===== src/rtl/bus_arbiter_pkg.sv =====
// Shared definitions for the bus arbiter and bus slaves:
// FSM state encodings, arbitration mode codes, bus widths.
package bus_arbiter_pkg;

    typedef enum logic [1:0] {
        ST_IDLE    = 2'd0,
        ST_GRANT   = 2'd1,
        ST_ACCESS  = 2'd2,
        ST_RELEASE = 2'd3
    } state_t;

    localparam int ARB_FIXED = 0;
    localparam int ARB_RR    = 1;

    localparam int BUS_ADDR_W = 16;
    localparam int BUS_DATA_W = 8;

    function automatic int owner_w(input int n);
        return (n > 1) ? $clog2(n) : 1;
    endfunction

endpackage


===== src/rtl/bus_arbiter_if.sv =====
// Arbiter handshake bundle: req/grant per master, bus_req/bus_ready
// slave framing, status busy/owner/timeout. slave = arbiter side.
interface bus_arbiter_if
    import bus_arbiter_pkg::*;
#(
    parameter int N_MASTERS = 8
) ();
    localparam int OW = owner_w(N_MASTERS);

    logic [N_MASTERS-1:0] req;
    logic [N_MASTERS-1:0] grant;
    logic                 bus_req;
    logic                 bus_ready;
    logic                 busy;
    logic [OW-1:0]        owner;
    logic                 timeout;

    modport master (
        output req, bus_ready,
        input  grant, bus_req, busy, owner, timeout
    );

    modport slave (
        input  req, bus_ready,
        output grant, bus_req, busy, owner, timeout
    );
endinterface


===== src/rtl/bus_arbiter_picker.sv =====
// Combinational winner select: req, ptr -> winner, valid.
// Round robin searches indices >= ptr first, then wraps to all.
module bus_arbiter_picker
    import bus_arbiter_pkg::*;
#(
    parameter int N_MASTERS = 8,
    parameter int MODE      = ARB_RR,
    parameter int OW        = owner_w(N_MASTERS)
) (
    input  logic [N_MASTERS-1:0] req,
    input  logic [OW-1:0]        ptr,
    output logic [OW-1:0]        winner,
    output logic                 valid
);
    logic [N_MASTERS-1:0] masked;
    logic [N_MASTERS-1:0] pool;

    always_comb begin
        masked = '0;
        for (int i = 0; i < N_MASTERS; i++) begin
            if (MODE == ARB_RR && i >= int'(ptr)) begin
                masked[i] = req[i];
            end
        end
        pool = (|masked) ? masked : req;
        winner = '0;
        for (int i = N_MASTERS - 1; i >= 0; i--) begin
            if (pool[i]) begin
                winner = OW'(i);
            end
        end
        valid = |req;
    end
endmodule


===== src/rtl/bus_arbiter.sv =====
// N-master bus arbiter: IDLE->GRANT->ACCESS->RELEASE, registered outputs.
// Ports: clk, clr (sync high), bus (slave modport). Macro: BUS_ARB_TIMEOUT_EN.
module bus_arbiter
    import bus_arbiter_pkg::*;
#(
    parameter int N_MASTERS      = 8,
    parameter int MODE           = ARB_RR,
    parameter int TIMEOUT_CYCLES = 255
) (
    input  logic           clk,
    input  logic           clr,
    bus_arbiter_if.slave   bus
);
    localparam int OW = owner_w(N_MASTERS);

    if (N_MASTERS < 2 || N_MASTERS > 16 ||
        TIMEOUT_CYCLES < 1 || TIMEOUT_CYCLES > 65535) begin : g_bad
        $error("bus_arbiter: parameter out of range");
    end

    state_t               state_q, state_d;
    logic [N_MASTERS-1:0] grant_q, grant_d;
    logic                 bus_req_q, bus_req_d;
    logic [OW-1:0]        owner_q, owner_d;
    logic [OW-1:0]        ptr_q, ptr_d;
    logic                 timeout_q, timeout_d;
    logic [OW-1:0]        pick;
    logic                 pick_valid;
`ifdef BUS_ARB_TIMEOUT_EN
    logic [15:0]          cnt_q, cnt_d;
`endif

    bus_arbiter_picker #(
        .N_MASTERS (N_MASTERS),
        .MODE      (MODE),
        .OW        (OW)
    ) u_picker (
        .req    (bus.req),
        .ptr    (ptr_q),
        .winner (pick),
        .valid  (pick_valid)
    );

    always_ff @(posedge clk) begin
        if (clr) begin
            state_q   <= ST_IDLE;
            grant_q   <= '0;
            bus_req_q <= 1'b0;
            owner_q   <= '0;
            ptr_q     <= '0;
            timeout_q <= 1'b0;
`ifdef BUS_ARB_TIMEOUT_EN
            cnt_q     <= '0;
`endif
        end else begin
            state_q   <= state_d;
            grant_q   <= grant_d;
            bus_req_q <= bus_req_d;
            owner_q   <= owner_d;
            ptr_q     <= ptr_d;
            timeout_q <= timeout_d;
`ifdef BUS_ARB_TIMEOUT_EN
            cnt_q     <= cnt_d;
`endif
        end
    end

    always_comb begin
        state_d   = state_q;
        grant_d   = grant_q;
        bus_req_d = bus_req_q;
        owner_d   = owner_q;
        ptr_d     = ptr_q;
        timeout_d = 1'b0;
`ifdef BUS_ARB_TIMEOUT_EN
        cnt_d     = cnt_q;
`endif
        unique case (state_q)
            ST_IDLE: begin
                grant_d   = '0;
                bus_req_d = 1'b0;
                if (pick_valid) begin
                    grant_d[pick] = 1'b1;
                    owner_d       = pick;
                    state_d       = ST_GRANT;
                end
            end
            ST_GRANT: begin
                // Owner gave up before the access: drop without touching ptr.
                if (bus.req[owner_q]) begin
                    bus_req_d = 1'b1;
                    state_d   = ST_ACCESS;
`ifdef BUS_ARB_TIMEOUT_EN
                    cnt_d     = '0;
`endif
                end else begin
                    grant_d = '0;
                    state_d = ST_IDLE;
                end
            end
            ST_ACCESS: begin
                if (bus.bus_ready) begin
                    grant_d   = '0;
                    bus_req_d = 1'b0;
                    state_d   = ST_RELEASE;
                end
`ifdef BUS_ARB_TIMEOUT_EN
                else if (cnt_q == 16'(TIMEOUT_CYCLES - 1)) begin
                    grant_d   = '0;
                    bus_req_d = 1'b0;
                    timeout_d = 1'b1;
                    state_d   = ST_RELEASE;
                end else begin
                    cnt_d = cnt_q + 16'd1;
                end
`endif
            end
            ST_RELEASE: begin
                ptr_d   = (owner_q == OW'(N_MASTERS - 1)) ? '0
                                                          : owner_q + OW'(1);
                state_d = ST_IDLE;
            end
            default: state_d = ST_IDLE;
        endcase
    end

    assign bus.grant   = grant_q;
    assign bus.bus_req = bus_req_q;
    assign bus.owner   = owner_q;
    assign bus.busy    = (state_q != ST_IDLE);
`ifdef BUS_ARB_TIMEOUT_EN
    assign bus.timeout = timeout_q;
`else
    assign bus.timeout = 1'b0;
`endif

    a_grant_onehot: assert property (
        @(posedge clk) disable iff (clr) $onehot0(grant_q)
    );
endmodule


===== src/flat_wrapper.sv =====
// flat-port wrapper written by rule: the top's interface ports become plain ports
module bus_arbiter_flat import bus_arbiter_pkg::*;
#(
    parameter int N_MASTERS      = 8,
    parameter int MODE           = ARB_RR,
    parameter int TIMEOUT_CYCLES = 255
)
  (clk, clr, bus_req, bus_bus_ready, bus_grant, bus_bus_req, bus_busy, bus_owner, bus_timeout);
  bus_arbiter_if #(.N_MASTERS(N_MASTERS)) bus_i ();
  input  logic clk;
  input  logic clr;
  input wire logic [$bits(bus_i.req)-1:0] bus_req;
  input wire logic [$bits(bus_i.bus_ready)-1:0] bus_bus_ready;
  output wire logic [$bits(bus_i.grant)-1:0] bus_grant;
  output wire logic [$bits(bus_i.bus_req)-1:0] bus_bus_req;
  output wire logic [$bits(bus_i.busy)-1:0] bus_busy;
  output wire logic [$bits(bus_i.owner)-1:0] bus_owner;
  output wire logic [$bits(bus_i.timeout)-1:0] bus_timeout;
  assign bus_i.req = bus_req;
  assign bus_i.bus_ready = bus_bus_ready;
  assign bus_grant = bus_i.grant;
  assign bus_bus_req = bus_i.bus_req;
  assign bus_busy = bus_i.busy;
  assign bus_owner = bus_i.owner;
  assign bus_timeout = bus_i.timeout;
  bus_arbiter #(.N_MASTERS(N_MASTERS), .MODE(MODE), .TIMEOUT_CYCLES(TIMEOUT_CYCLES)) u_core (.clk(clk), .clr(clr), .bus(bus_i));
endmodule

===== config.mk =====
export PLATFORM = sky130hd
export DESIGN_NAME = bus_arbiter_flat
export DESIGN_NICKNAME = d
export VERILOG_FILES = /design/src/rtl/bus_arbiter_pkg.sv /design/src/rtl/bus_arbiter_if.sv /design/src/rtl/bus_arbiter_picker.sv /design/src/rtl/bus_arbiter.sv /design/src/flat_wrapper.sv
export SDC_FILE = /design/constraint.sdc
export NUM_CORES = 1
export LEC_CHECK = 0
export ABC_AREA = 0
export BUFFER_PORTS_ARGS = -buffer_cell sky130_fd_sc_hd__buf_2
export CORE_UTILIZATION = 49
export DETAILED_ROUTE_END_ITERATION = 8
export PLACE_DENSITY = 0.77
export SLEW_MARGIN = 15
export SYNTH_ARGS = -nofsm -noshare
export SYNTH_HDL_FRONTEND = slang
export SYNTH_SLANG_ARGS = --single-unit

===== constraint.sdc =====
create_clock -name clk -period 2 [get_ports clk]
set_clock_uncertainty 0.05 [all_clocks]
set_input_delay 0 -clock clk [delete_from_list [all_inputs] [get_ports clk]]
set_output_delay 0 -clock clk [all_outputs]
set_load 0.02 [all_outputs]

* Yosys cells after proc, flatten, opt, wreduce, memory -nomap -nowiden
Index checks and enable logic that the tools add are counted.
Storage, ports and cells: flip-flop bits (word level) 17, input port bits 11, output and inout port bits 14, word-level logic and storage cells 66
Operators by class: $add $sub $neg 1, $lt $le $gt $ge 10, eq/ne operators 8, mux-type cells 32, reduce and logical (&&, ||, !) cells 10
Operators by type and width (number):
- 3-bit two-way mux | 9
- 8-bit two-way mux | 3
- 8-bit case mux with 3 select lines | 1
- 8-bit OR reduction | 2
- 1-bit two-way mux | 11
- 3-bit greater-or-equal comparator, first input constant | 3
- 3-bit by 4-bit < comparator with 1-bit output, second input constant | 2
- 2-bit case mux with 4 select lines | 1
- 7-bit two-way mux | 1
- 1-bit by 3-bit greater-or-equal comparator with 1-bit output, first input constant | 2
- 2-bit by 3-bit greater-or-equal comparator with 1-bit output, first input constant | 2
- 2-bit two-way mux | 3
- 3-bit AND reduction | 2
- 2-bit == test, second input constant | 2
- 2-bit by 1-bit inequality test with 1-bit output, second input constant | 2
- 2-bit inequality test, second input constant | 2
- 2-bit AND reduction | 2
- 3-bit by 1-bit adder with 3-bit output, second input constant | 1
- 1-bit binary-select mux with 3-bit select | 1
- 1-bit demux with 3-bit select | 1
- 3-bit == test, second input constant | 1
- 3-bit by 1-bit greater-or-equal comparator with 1-bit output, second input constant | 1
- 1-bit case mux with 3 select lines | 1
- 3-bit nonzero test | 1
- 4 further kinds | 4

* Longest topological paths before layout
depth after elaboration 17, depth in mapped cells 8, gate-level depth less buffers 8

* Cells and area by module
A second synthesis with hierarchy kept.
Second synthesis, totals: cells, all modules 149, area, all modules 1247.4 um2
By module, submodules not included:
- bus_arbiter | times used 1, cells each 96, area an instance 895.9 um2, sequential area each 340.3 um2
- bus_arbiter_picker | times used 1, cells each 53, area an instance 351.6 um2, sequential area each 0.0 um2

* Worst setup path after synthesis
OpenSTA, ideal clock, no wires.
path type register to register, start point register u_core.state_q[0], end point register u_core.grant_q[7], in the netlist u_core.bus.grant[7], setup time 0.084 ns, data arrival time 1.979 ns, setup slack -0.113 ns, stages on the path, launching flop included 9, buffers on the path 0, clock period less this slack 2.113 ns, path through dfxtp_1 -> inv_1 -> ha_1 -> nor2b_1 -> or2_1 -> or4_4 -> nor2_4 -> nand4_1 -> o31ai_2
Between the ends: cells in the longest elaborated chain, start to end 3, elaborated cells on any way between the ends 8, those cells by class eq/ne: 4; mux: 1; reduce/logical: 3
Ends and longest elaborated chain:
- start: declaration | line bus_arbiter.sv:21 | state_t state_q, state_d;
- start signal: assignment | line bus_arbiter.sv:56 | state_q <= state_d;
- 2-bit by 1-bit == test with 1-bit output (tied with other cells) | line bus_arbiter.sv:78 | unique case (state_q)
- 2-bit inequality test (no source line) or 3-bit nonzero test (tied branches)
- 3-bit AND reduction (no source line)
- end signal: assignment | line bus_arbiter.sv:57 | grant_q <= grant_d;
- end: declaration | line bus_arbiter.sv:22 | logic [N_MASTERS-1:0] grant_q, grant_d;
Parallel ways exist; a longest one is shown, timed or not. A chain may end at the register's enable or synchronous reset.

* Worst setup path after layout
Ends and elaborated chain as after synthesis.

==> qor.yml <==
clock_tree:
  numClockSinks: 17
  cts_root_buffer: "clkbuf_4"
  cts_tree: "done"
  cts_buffers: 3
  ctsHtreeMaxLevel: 1
  clkTransAtPathRegs_ps: 110
  clockBufferDepth: 2
  clk-insertion-delay-late_ps: 290
global_route:
  gr-usage-met3_pct: 3.61
  grt_overflow: 0
  busiest_layer: "met2"
  grt_first_pass_wirelength_mm: 5.53
  antenna_found_initial: 0
  grt_pass1_vias: 1271
  grt_use_met2_pct: 44.1
  grt_start_max_net_pins: 17
  grt_usage_pct: 25.7
  use_met1_pct: 32.5
synthesis:
  synth-main-ff-cell: "dfxtp_1"
  yosysUniqueCellTypes: 53
  yosys.area_share.adder_pct: 7.47
  avgSynthCellArea_um2: 7.98
  synth_compound_area_share_pct: 31.7
  seq_area_frac_synth_pct: 25.4
  syn_area_um2: 1340
  synth_nets: 187
  synthSimpleGateAreaFrac_pct: 23.4
  synth_area_leader_cell: "dfxtp_1"
  synth.area.top_cells: "dfxtp_1 25%, ha_1 7.5%, a21oi_1 5.6%, nand2_1 4.8%, nor2_1 4.8%"
  ys_ff_latch: 17
  syn_inst: 168
  synth-edff-count: 0
  synthArstFlopShare_pct: 0
  yosys_warnings: 0
  synth_top_area_share_pct: 25.4
  synthXorXnorAreaFrac_pct: 0
  synth_top_family_by_area: "compound AO/OA/AOI/OAI gates"
  synthMuxAreaShare_pct: 5.51
worst_setup_path:
  cp.arrival_ps: 2110
  crit_type: "reg -> reg"
  critPathCaptureType: "flop"
  cp-start-kind: "flop"
  crit_required_ps: 2170
  cp_max_fo: 5
floorplanning:
  num_rows: 18
  core_um2: 2520
  num_io_pins: 25
  fp.dieH_um: 54.3
  die_area_um2: 2950
  die_width_um: 54.3
  start_util_pct: 53.1
pwr:
  power_switching_uw: 278
  swShare_pct: 34.0
  internal-power_uw: 539
  power.density_nw_per_um2: 506
  clockPowerShare_pct: 23.3
  sequentialPowerShare_pct: 44.9
  p_leak_uw: 0.000710
  pwr-share-comb_pct: 31.8
  vdd_drop_max_mv: 0.415
layout:
  n_antenna_cell: 0
  layout.cells.non_filler: 231
  drive_gt1_share_pct: 32.8
  final_area_um2: 1610
  final_cell_mix: "23 x buf_2, 17 x nand2_1, 17 x nor2_1"
  layout.nets: 221
  final_common_cell: "buf_2"
  area_growth_pct: 20.4
place:
  io_buffers: 23
  gp_congestion: 0.895
  hpwl_mm: 2.48
  post-place-ws_ps: -21.3
  dp.cells: 222
  dpl_cell_area_um2: 1520
detailed_routing:
  drtIter0Drc: 70
  routed_wire_length_per_instance_um: 14.7
  drc: 0
  viasPerCell: 6.05
  routed_wl_mm: 3.40
  drt_pre_antenna_iters: 4
  routed-via-count: 1397
  postRouteAntennaNets: 0
sta:
  period_share_pct: 96.8
  hold_violations: 0
  period_minus_slack_ps: 1940
  timing.fmax_mhz: 516
  rsz0062_at_grt: "yes"
  setup_viol: 0
  fin_ws_ps: 63.5
  final_max_slew_viol_count: 0
min_path:
  hold_class: "in -> reg"
outcome:
  status: "finished clean"
run:
  drv_cap: 0
[cells in the mapped netlist (all sizes together), types with 4 or more instances]
master	n
mux2i	4
nand3	6
o21a	4
nand2b	6
nor2	19
buf	8
nand2	17
ha	8
o21ai	10
dfxtp	17
a21oi	15
inv	10
[power groups by stage]
| stage | sequential [uW] | combinational [uW] | clock (uW) |
|---|---|---|---|
| floorplan | 392 | 145 | 0 |
| global placement | 373 | 232 | 0 |
| detailed placement | 374 | 237 | 0 |
| CTS | 366 | 253 | 195 |
| global route | 370 | 283 | 211 |
| finish | 367 | 260 | 190 |
[logic make-up after synthesis]
kind of cell / count (synthesis)
buffers and inverters: 19
multiplexers: 6
other: 1
AND/OR/NAND/NOR: 62
adder cells (fa/ha/maj): 8
AO/OA/AOI/OAI: 55
flip-flops: 17
[routing by layer]
| layer | wire, um | vias to the layer above |
|---|---|---|
| met3 | 272 | 8 |
| met2 | 1650 | 70 |
| met5 | 0 | - |
| met1 | 1420 | 646 |
| met4 | 46 | 0 |
| li1 | - | 673 |
[cell type report]
class / count / area (um2)
clock buffers: 3 / 22.5
clock inverters: 1 / 5.00
fillers: 222 / 910
inverters: 10 / 37.5
multi-input cells: 132 / 931
flip-flops and latches: 17 / 345
well taps: 30 / 37.5
repair buffers: 38 / 234
[registers in the layout (all words and copies together), names as in the netlist, named ones only]
signal,cells
u_core.ptr_q,3
u_core.state_q,1
u_core.bus.owner,3
u_core.bus.bus_req,1
u_core.bus.grant,8
[worst max-delay path: stages (launching register included)]
cell and delay (ps):
dfxtp_2 350, inv_2 40, ha_2 190, nor2b_4 140, or2_1 210, or4_4 430, nor2_4 150, nand4_1 120
o31ai_2 180
[what timing repair did]
action,CTS,global route
pin swaps,3,4
endpoints found under the hold margin,8,0
setup endpoints to repair,9,9
hold buffers,1,0
gates resized for setup,3,7
buffers inserted,3,1
[metrics by stage]
step                      util, %  setup TNS, ps  power [uW]  hold slack (ps)
after CTS                    63.0              0         814             70.4
final                        63.9              0         816              102
after global routing         63.9          -27.2         864              106
after detailed placement     60.4          -21.3         611              275
after global placement       60.4              0         605              270
after floorplan                 -          -44.5         536              170
[worst paths after layout]
kind | start | to | slack [ps] | cells after the start
min | bus_req[1] | u_core.bus.grant[3]$_SDFFE_PP0P_ | 100 | 3
min reg2reg | u_core.bus.grant[3]$_SDFFE_PP0P_ | u_core.bus.grant[3]$_SDFFE_PP0P_ | 400 | 2
max | u_core.state_q[0]$_SDFFE_PP0P_ | u_core.bus.grant[7]$_SDFFE_PP0P_ | 60 | 8
max reg2reg | u_core.state_q[0]$_SDFFE_PP0P_ | u_core.bus.grant[7]$_SDFFE_PP0P_ | 60 | 8
No activity file was read; power rests on OpenSTA's default activity.
